===== config.mk =====
export PLATFORM = sky130hd
export DESIGN_NAME = reg_dump_reader
export DESIGN_NICKNAME = d
export VERILOG_FILES = /design/src/rtl/reg_dump_reader_pkg.sv /design/src/rtl/reg_dump_reader.sv
export SDC_FILE = /design/constraint.sdc
export NUM_CORES = 1
export LEC_CHECK = 0
export BUFFER_PORTS_ARGS = -buffer_cell sky130_fd_sc_hd__buf_2
export CAP_MARGIN = 20
export CORE_MARGIN = 2
export CORE_UTILIZATION = 45
export DETAILED_ROUTE_END_ITERATION = 10
export PLACE_DENSITY = 0.82
export SYNTH_ARGS = -nofsm -noshare
export SYNTH_HDL_FRONTEND = slang
export SYNTH_SLANG_ARGS = --single-unit

===== constraint.sdc =====
create_clock -name clk_i -period 1.8 [get_ports clk_i]
set_input_delay 0 -clock clk_i [delete_from_list [all_inputs] [get_ports clk_i]]
set_output_delay 0 -clock clk_i [all_outputs]
set_load 0.01 [all_outputs]

===== src/rtl/reg_dump_reader_pkg.sv =====
// Shared constants and FSM state encoding for reg_dump_reader.
// The CSUM state exists only when DUMP_CHECKSUM_EN is defined.
package reg_dump_reader_pkg;

  localparam int REG_ADDR_W = 5;
  localparam int REG_DATA_W = 32;
  localparam int NUM_REGS   = 32;

  typedef enum logic [2:0] {
    ST_IDLE = 3'd0,
    ST_READ = 3'd1,
    ST_SEND = 3'd2,
    ST_DONE = 3'd3
`ifdef DUMP_CHECKSUM_EN
    ,
    ST_CSUM = 3'd4
`endif
  } state_e;

endpackage


===== src/rtl/reg_dump_reader.sv =====
// Walks an external register file from FIRST_REG to LAST_REG and streams each word out on a valid/ready port.
// Optional build macro DUMP_CHECKSUM_EN appends an XOR checksum word after the last register.
//
// state | meaning
// IDLE  | waiting for start_i; rd_addr_o parked at FIRST_REG
// READ  | rd_data_i for the current index captured into the hold register
// SEND  | hold register offered on the dump port until accepted
// CSUM  | checksum word offered (DUMP_CHECKSUM_EN builds only)
// DONE  | one-cycle done_o pulse, then back to IDLE
module reg_dump_reader
  import reg_dump_reader_pkg::*;
#(
  parameter int FIRST_REG = 0,
  parameter int LAST_REG  = 31
) (
  input  logic                  clk_i,
  input  logic                  rst_n,
  input  logic                  start_i,
  output logic                  busy_o,
  output logic [REG_ADDR_W-1:0] rd_addr_o,
  input  logic [REG_DATA_W-1:0] rd_data_i,
  output logic                  dump_valid_o,
  input  logic                  dump_ready_i,
  output logic [REG_ADDR_W-1:0] dump_addr_o,
  output logic [REG_DATA_W-1:0] dump_data_o,
  output logic                  dump_last_o,
  output logic                  done_o
);

  localparam logic [REG_ADDR_W-1:0] FIRST_A = REG_ADDR_W'(FIRST_REG);
  localparam logic [REG_ADDR_W-1:0] LAST_A  = REG_ADDR_W'(LAST_REG);

  state_e                  state_q, state_d;
  logic [REG_ADDR_W-1:0]   idx_q, idx_d;
  logic [REG_DATA_W-1:0]   hold_q, hold_d;
  logic                    busy_q, busy_d;
  logic                    valid_q, valid_d;
  logic                    last_q, last_d;
  logic                    done_q, done_d;
  logic [REG_ADDR_W-1:0]   addr_q, addr_d;
  logic [REG_DATA_W-1:0]   data_q, data_d;
`ifdef DUMP_CHECKSUM_EN
  logic [REG_DATA_W-1:0]   csum_q, csum_d;
`endif

  always_comb begin
    state_d = state_q;
    idx_d   = idx_q;
    hold_d  = hold_q;
`ifdef DUMP_CHECKSUM_EN
    csum_d  = csum_q;
`endif

    case (state_q)
      ST_IDLE: begin
        if (start_i) begin
          idx_d   = FIRST_A;
          state_d = ST_READ;
`ifdef DUMP_CHECKSUM_EN
          csum_d  = '0;
`endif
        end
      end
      ST_READ: begin
        hold_d  = rd_data_i;
        state_d = ST_SEND;
`ifdef DUMP_CHECKSUM_EN
        csum_d  = csum_q ^ rd_data_i;
`endif
      end
      ST_SEND: begin
        if (dump_ready_i) begin
          // Index stops at LAST_REG so LAST_REG=31 never wraps to 0.
          if (idx_q == LAST_A) begin
`ifdef DUMP_CHECKSUM_EN
            state_d = ST_CSUM;
`else
            state_d = ST_DONE;
`endif
          end else begin
            idx_d   = idx_q + REG_ADDR_W'(1);
            state_d = ST_READ;
          end
        end
      end
`ifdef DUMP_CHECKSUM_EN
      ST_CSUM: begin
        if (dump_ready_i) state_d = ST_DONE;
      end
`endif
      ST_DONE: begin
        idx_d   = FIRST_A;
        state_d = ST_IDLE;
      end
      default: begin
        idx_d   = FIRST_A;
        state_d = ST_IDLE;
      end
    endcase

    // Outputs are decoded from the next state so they leave the flops cleanly.
    busy_d  = (state_d != ST_IDLE);
    done_d  = (state_d == ST_DONE);
    addr_d  = idx_d;
    data_d  = hold_d;
`ifdef DUMP_CHECKSUM_EN
    valid_d = (state_d == ST_SEND) || (state_d == ST_CSUM);
    last_d  = (state_d == ST_CSUM);
    if (state_d == ST_CSUM) begin
      addr_d = '0;
      data_d = csum_d;
    end
`else
    valid_d = (state_d == ST_SEND);
    last_d  = (state_d == ST_SEND) && (idx_d == LAST_A);
`endif
  end

  always_ff @(posedge clk_i or negedge rst_n) begin
    if (!rst_n) begin
      state_q <= ST_IDLE;
      idx_q   <= FIRST_A;
      hold_q  <= '0;
      busy_q  <= 1'b0;
      valid_q <= 1'b0;
      last_q  <= 1'b0;
      done_q  <= 1'b0;
      addr_q  <= FIRST_A;
      data_q  <= '0;
`ifdef DUMP_CHECKSUM_EN
      csum_q  <= '0;
`endif
    end else begin
      state_q <= state_d;
      idx_q   <= idx_d;
      hold_q  <= hold_d;
      busy_q  <= busy_d;
      valid_q <= valid_d;
      last_q  <= last_d;
      done_q  <= done_d;
      addr_q  <= addr_d;
      data_q  <= data_d;
`ifdef DUMP_CHECKSUM_EN
      csum_q  <= csum_d;
`endif
    end
  end

  assign busy_o       = busy_q;
  assign rd_addr_o    = idx_q;
  assign dump_valid_o = valid_q;
  assign dump_addr_o  = addr_q;
  assign dump_data_o  = data_q;
  assign dump_last_o  = last_q;
  assign done_o       = done_q;

endmodule


==> impl_results.md, run 1 <==
- Switching power: around 0.78 mW
- Synthesized-area fraction occupied by ao, oa, aoi and oai cells: 0.06158
- Static Leak: around 1.3 nW
- Count of cell types in the netlist: 27
- Routability cong.: 0.8463
- Yosys reg bits: 44
- Number of antenna violations at the first check in global routing: 0
- Multiplexer fraction of the synthesized cell area: 0.2015
- Count of endpoints failing hold in the final timing report: 0
- Total global routing overflow: 0
- P_int: 1.988 mW
- Number of vias in the routed layout: around 1400
- Min Hold Slack: between 30 and 40 ps
- Via count of the first global-routing pass: 1502
- RSZ-0062 raised after global routing: false
- Post-Synth XOR/XNOR Area: 0
- Share of the synthesized area in the top cell type: 0.6158
- First-pass detailed-route iteration total: 4
- Clock latency on the worst-skew pair: around 290 ps
- Adder and majority cell fraction of the synthesized area: 0.006998
- Total half-perimeter wirelength after legalization and detailed placement: approximately 2800 µm
- Biggest area consumer among synthesized cells: sky130_fd_sc_hd__dfrtp_1
- Clock slew at the register clock pins of the worst setup and hold paths: 70 ps
- Flop pwr share: 0.489
- Average wire length per cell after detail routing: roughly 14 µm
- Die extent in x: 67.04 µm
- Largest fanout on the critical path: 8
- Outcome: finished clean
- Mapped Cells: 128
- Most instantiated cells after synthesis: sky130_fd_sc_hd__dfrtp_1, sky130_fd_sc_hd__mux2_2, sky130_fd_sc_hd__buf_4
- Worst VDD drop: roughly 0.71 mV
- Maximum level of the CTS H-tree: 2
- GRT Total Usage: 0.2042
- Number of failing setup endpoints in the final timing report: 0
- Data arrival, critical path: ~1800 ps
- Global-route wire length before repair: 6706 µm
- Critical path class: reg -> reg
- Wire length reported by the detailed router: approximately 4100 µm
- Post-synthesis instance area: roughly 1800 µm²
- Proportion of power drawn by combinational gates: 0.281
- # resized after CTS: 0
- Die area: roughly 4500 µm²
- Critical Path Source Type: flip-flop
- Largest family of logic cells by synthesized area: multiplexers
- Slew Limit Fails: 0
- Share of final-layout standard cells stronger than drive strength 1: 0.5185
- Nets: 280
- Routing usage on met3: 0.05574
- Main area contributors after synthesis: sky130_fd_sc_hd__dfrtp_1, sky130_fd_sc_hd__mux2_2, sky130_fd_sc_hd__buf_4
- Critical Path End Type: flip-flop
- Pin count of the biggest net entering global routing: 24
- Achievable frequency: ~0.64 GHz
- Synth Net Count: 165
- Met2 Track Usage GR: 0.3589
- Die height: between 60 and 70 µm
- Period minus WS final: 1565 ps
- Type of the worst min-delay path: in -> reg
- Max-Cap Viols: 0
- Top-Level Pins: 82
- Ant diodes: 0
- Initial Utilization: 0.4776
- Post CTS Setup Buffer Count: 0
- Residual DRC count: 0
- Switching power as a share of total power: 0.2821
- Share of the cycle needed by the critical path after routing: 0.8695
- Clock tree from TritonCTS: yes
- Area of the placeable core: ~3700 µm²
- Most used flip-flop cell after synthesis: sky130_fd_sc_hd__dfrtp_1
- Longest Clk Path Bufs: 2
- Number of cell rows: 22
- Power density of the placed cells: between 1000 and 1500 nW/µm²
- Most heavily used metal layer in global routing: met2
- Count of port buffers added during placement: 81
- Share of async-settable or async-resettable flops after synthesis: 1.000
- Antenna Nets Post-Route: 0
- Share of the yosys chip area belonging to registers: 0.6158
- Number of synthesized flops with an enable pin: 0
- Global-route track usage on met1: 0.2292
- Endpoint required time on the critical path: about 2000 ps
- Fraction of the mapped netlist area in simple logic gates: 0.06718
- Summed negative setup slack over all endpoints: 0 ps
- Cell with the most instances after synthesis: sky130_fd_sc_hd__dfrtp_1
- Synth-to-layout area growth: 48.29%
- Violation count after the first detailed-routing iteration: between 40 and 50
- Number of buffers added by the clock tree synthesis step: 5
- Number of warnings issued by yosys: 0
- CTS root buffer: sky130_fd_sc_hd__clkbuf_8
- Clock Power Share: 0.230
- Average cell area after synthesis: about 14 µm²
- Vias/cell: slightly below 5
- Worst clock skew on the final layout: approximately 3.7 ps
- Clock Sink Count: 44
-- state kept, by name (all words and copies together) (netlist names) --
register and flops:
dump_valid_o 1, dump_addr_o 5, state_q 3, dump_data_o 32, dump_last_o 1, done_o 1
busy_o 1
-- worst max-delay path, stage by stage, from the launching register on --
cell and delay (ps):
sky130_fd_sc_hd__dfrtp_1 480, sky130_fd_sc_hd__or3b_4 450, sky130_fd_sc_hd__a211o_1 280, sky130_fd_sc_hd__o211ai_1 90, sky130_fd_sc_hd__and4_1 200
-- timing repair --
action                                  in CTS  in global routing
hold buffers                                33                  0
endpoints found under the hold margin       53                  0
endpoints found under the setup margin       0                  0
-- cells by family (layout without fill, tap and decap cells) --
kind of cell | after synthesis | after routing
AO/OA/AOI/OAI | 16 | 16
adder cells (fa/ha/maj) | 1 | 1
AND/OR/NAND/NOR | 20 | 20
other | 1 | 1
flip-flops | 44 | 44
buffers and inverters | 14 | 129
multiplexers | 32 | 32
-- stage by stage --
stage	instances	instance area (µm²)	utilization	total power, mW	setup slack [ps]
2_1_floorplan	128	1788	-	1.748	252.2
4_1_cts	291	2651	0.7082	2.795	230.5
3_5_place_dp	251	2225	0.5943	2.097	257.0
3_3_place_gp	251	2225	0.5943	2.057	272.9
5_1_grt	291	2651	0.7082	2.936	102.2
6_report	291	2651	0.7082	2.769	234.9
-- placed cells by master, fill, tap and decap left out --
| cell type | n |
|---|---|
| sky130_fd_sc_hd__dfrtp_1 | 44 |
| sky130_fd_sc_hd__a21boi_0 | 1 |
| sky130_fd_sc_hd__and4_1 | 2 |
| sky130_fd_sc_hd__inv_1 | 4 |
| sky130_fd_sc_hd__o21bai_1 | 1 |
| sky130_fd_sc_hd__mux2_2 | 32 |
| sky130_fd_sc_hd__a31oi_1 | 4 |
| sky130_fd_sc_hd__nor3b_4 | 1 |
| sky130_fd_sc_hd__nand2_1 | 5 |
| sky130_fd_sc_hd__buf_2 | 81 |
| sky130_fd_sc_hd__nand2b_1 | 1 |
| sky130_fd_sc_hd__a21o_1 | 1 |
| sky130_fd_sc_hd__dlygate4sd3_1 | 33 |
| sky130_fd_sc_hd__a2111oi_0 | 1 |
| sky130_fd_sc_hd__clkbuf_8 | 7 |
| sky130_fd_sc_hd__and3b_1 | 1 |
| sky130_fd_sc_hd__nor2_1 | 5 |
| sky130_fd_sc_hd__buf_4 | 4 |
| sky130_fd_sc_hd__nor3b_1 | 1 |
| sky130_fd_sc_hd__conb_1 | 1 |
| sky130_fd_sc_hd__a31o_1 | 1 |
| sky130_fd_sc_hd__or3b_4 | 1 |
| sky130_fd_sc_hd__o21ai_0 | 1 |
| sky130_fd_sc_hd__ha_1 | 1 |
| sky130_fd_sc_hd__o211ai_1 | 1 |
| sky130_fd_sc_hd__and3_1 | 1 |
| sky130_fd_sc_hd__nand4_1 | 2 |
| sky130_fd_sc_hd__a21oi_1 | 3 |
| sky130_fd_sc_hd__a211o_1 | 2 |
-- power by group through the flow --
stage | clock, mW | combinational (mW) | sequential (mW)
finish | 0.637 | 0.778 | 1.35
detailed placement | 0 | 0.727 | 1.37
floorplan | 0 | 0.274 | 1.47
global placement | 0 | 0.708 | 1.35
global route | 0.706 | 0.845 | 1.38
CTS | 0.660 | 0.779 | 1.36
-- path summary, 6_finish.rpt --
path                       cells past startpoint  slack, ps       startpoint               to
min                                            2         40     dump_ready_i     dump_valid_o
max in group asynchronous                      3        950            rst_n  dump_data_o[20]
min reg2reg                                    1        500  dump_data_o[28]  dump_data_o[28]
max                                            4        230       state_q[1]      dump_last_o
min in group asynchronous                      2        190            rst_n           done_o
max reg2reg                                    4        230       state_q[1]      dump_last_o
-- routing by layer --
layer	up-vias	routed length, µm
met4	0	79
met1	685	1668
met5	-	0
li1	674	-
met3	7	283
met2	57	2104
-- area by class of cell --
type                    count  area [µm²]
fillers                   271        1092
clock buffers               7       96.34
inverters                   4       15.01
flip-flops and latches     44        1101
multi-input cells          70       613.1
well taps                  48       60.06
repair buffers            118       765.7
(Power assumes the default switching activity.)
==> inputs of run 2 (changes only) <==
--- a/config.mk
+++ b/config.mk
@@ -9,8 +9,10 @@
 export CAP_MARGIN = 20
 export CORE_MARGIN = 2
 export CORE_UTILIZATION = 45
+export CTS_CLUSTER_SIZE = 12
 export DETAILED_ROUTE_END_ITERATION = 10
 export PLACE_DENSITY = 0.82
+export RECOVER_POWER = 50
 export SYNTH_ARGS = -nofsm -noshare
 export SYNTH_HDL_FRONTEND = slang
 export SYNTH_SLANG_ARGS = --single-unit
==> run 2 against run 1 <==
Net effect: clock-buffer cell count did not move; wire length barely moved; clock skew barely moved.
==> impl_results.md, run 2 (synthesis results as in run 1) <==
- Residual DRC count: 0
- Terminating pin of the worst hold path: dump_valid_o
- Count of endpoints failing hold in the final timing report: 0
- Hold buffer count at CTS: 33
- Max-Cap Viols: 0
- Wire length reported by the detailed router: 4136 µm
- Max_slew headroom: 0.2772
- Summed negative setup slack over all endpoints: 0 ps
- Total half-perimeter wirelength after legalization and detailed placement: ~2800 µm
- Longest Clk Path Bufs: 2
- Flop-to-flop setup slack: approximately 230 ps
- Global-route wire length before repair: about 6700 µm
- Slew Limit Fails: 0
- Antenna Nets Post-Route: 0
- Number of cell rows: 22
- Type of the worst min-delay path: in -> reg
- Number of antenna violations at the first check in global routing: 0
- Clock tree from TritonCTS: yes
- Synth-to-layout area growth: 45.07%
- Period minus WS final: 1567 ps
- Violation count after the first detailed-routing iteration: 44
- Initial Utilization: 0.4776
- Commonest cells after routing, fill and taps aside: sky130_fd_sc_hd__clkbuf_1, sky130_fd_sc_hd__dfrtp_1, sky130_fd_sc_hd__buf_2
- Nets: 280
- Number of buffers added by the clock tree synthesis step: 5
- CTS root buffer: sky130_fd_sc_hd__clkbuf_8
- GRT Total Usage: 0.2042
- Count of port buffers added during placement: 81
- Number of vias in the routed layout: 1429
- Die extent in x: ~67 µm
- Share of final-layout standard cells stronger than drive strength 1: 0.3292
- RSZ-0062 raised after global routing: false
- Filler Cells Inserted: 299
- First-pass detailed-route iteration total: 4
- Placement Setup Slack: around 260 ps
- Reg2Reg Capture Point: dump_last_o
- Critical path class: reg -> reg
- Max reg flops: 32
- Routability cong.: ~0.85
- Pin count of the biggest net entering global routing: 24
- Min Hold Slack: roughly 42 ps
- Outcome: finished clean
- Total global routing overflow: 0
- Via count of the first global-routing pass: approximately 1500
- Average wire length per cell after detail routing: 14.21 µm
- Power density of the placed cells: approximately 1000 nW/µm²
- Worst hold start: dump_ready_i
- Number of failing setup endpoints in the final timing report: 0
- Worst VDD drop: around 0.7 mV
- Ant diodes: 0
- R2R depth: 4
- Achievable frequency: approximately 0.64 GHz
- Clock latency on the worst-skew pair: about 290 ps
- Share of the cycle needed by the critical path after routing: 0.8705
- # resized after CTS: 0
- Critical Path Source Type: flip-flop
- Clock slew at the register clock pins of the worst setup and hold paths: ~70 ps
- Slew of the pin with the lowest slew margin: 1084 ps
- Critical Path End Type: flip-flop
- Startpoint of the lowest-slack register-to-register path: state_q[1]
- Vias/cell: ~4.9
- Number of cells on the worst hold path: 2
- Endpoint required time on the critical path: approximately 2000 ps
- Post CTS Setup Buffer Count: 0
- Clock Sink Count: 44
- Worst clock skew on the final layout: 3.735 ps
- Static Leak: about 1.2 nW
- Die height: between 60 and 70 µm
- Data arrival, critical path: between 1500 and 2000 ps
- Area of the placeable core: between 3000 and 4000 µm²
- Largest fanout on the critical path: 8
- Maximum level of the CTS H-tree: 2
- Top-Level Pins: just over 80
- Most frequent standard cell in the layout excluding fill and tap cells: sky130_fd_sc_hd__clkbuf_1
- Worst Slack Setup Final: between 200 and 250 ps
- Die area: between 4000 and 5000 µm²
-- run 2: critical path, stage by stage, from the launching register on --
cell,delay (ps)
sky130_fd_sc_hd__dfrtp_1,480
sky130_fd_sc_hd__or3b_4,450
sky130_fd_sc_hd__a211o_1,280
sky130_fd_sc_hd__o211ai_1,90
sky130_fd_sc_hd__and4_1,200
-- run 2: final cells by class --
type                    instances  area, µm²  area share
repair buffers                118      708.2      0.2730
flip-flops and latches         44       1101      0.4245
well taps                      48      60.06     0.02315
inverters                       4      15.01    0.005789
multi-input cells              70      613.1      0.2364
clock buffers                   7      96.34     0.03714
-- run 2: worst max path at each step --
stage / from / cells past startpoint / end / slack [ps]
floorplan: state_q[1] / 4 / dump_data_o[0] / 250
global placement: state_q[1] / 4 / dump_last_o / 270
detailed placement: state_q[1] / 4 / dump_last_o / 260
CTS: state_q[1] / 4 / dump_last_o / 230
global route: dump_addr_o[0] / 5 / dump_last_o / 100
finish: state_q[1] / 4 / dump_last_o / 230
-- run 2: stage by stage --
stage	util	std cells	instance area (µm²)	power [mW]
2_1_floorplan	-	128	1788	1.748
3_3_place_gp	0.5943	251	2225	2.057
3_5_place_dp	0.5943	251	2225	2.097
4_1_cts	0.7082	291	2651	2.795
5_1_grt	0.6928	291	2594	2.875
6_report	0.6928	291	2594	2.708
-- run 2: where the power goes --
| part | leakage, nW | internal [mW] | switching [mW] |
|---|---|---|---|
| Combinational | 0.582 | 0.357 | 0.353 |
| Clock | 0.0503 | 0.341 | 0.295 |
| Sequential | 0.543 | 1.22 | 0.139 |
-- run 2: layer usage --
layer | wire, µm | part of all wire | vias to the layer above | track usage
met5 | 0 | 0 | - | 0
met4 | 79 | 0.019 | 0 | 0.08929
met3 | 290 | 0.070 | 7 | 0.05574
met2 | 2114 | 0.51 | 59 | 0.3589
met1 | 1651 | 0.40 | 688 | 0.2292
li1 | - | - | 675 | -
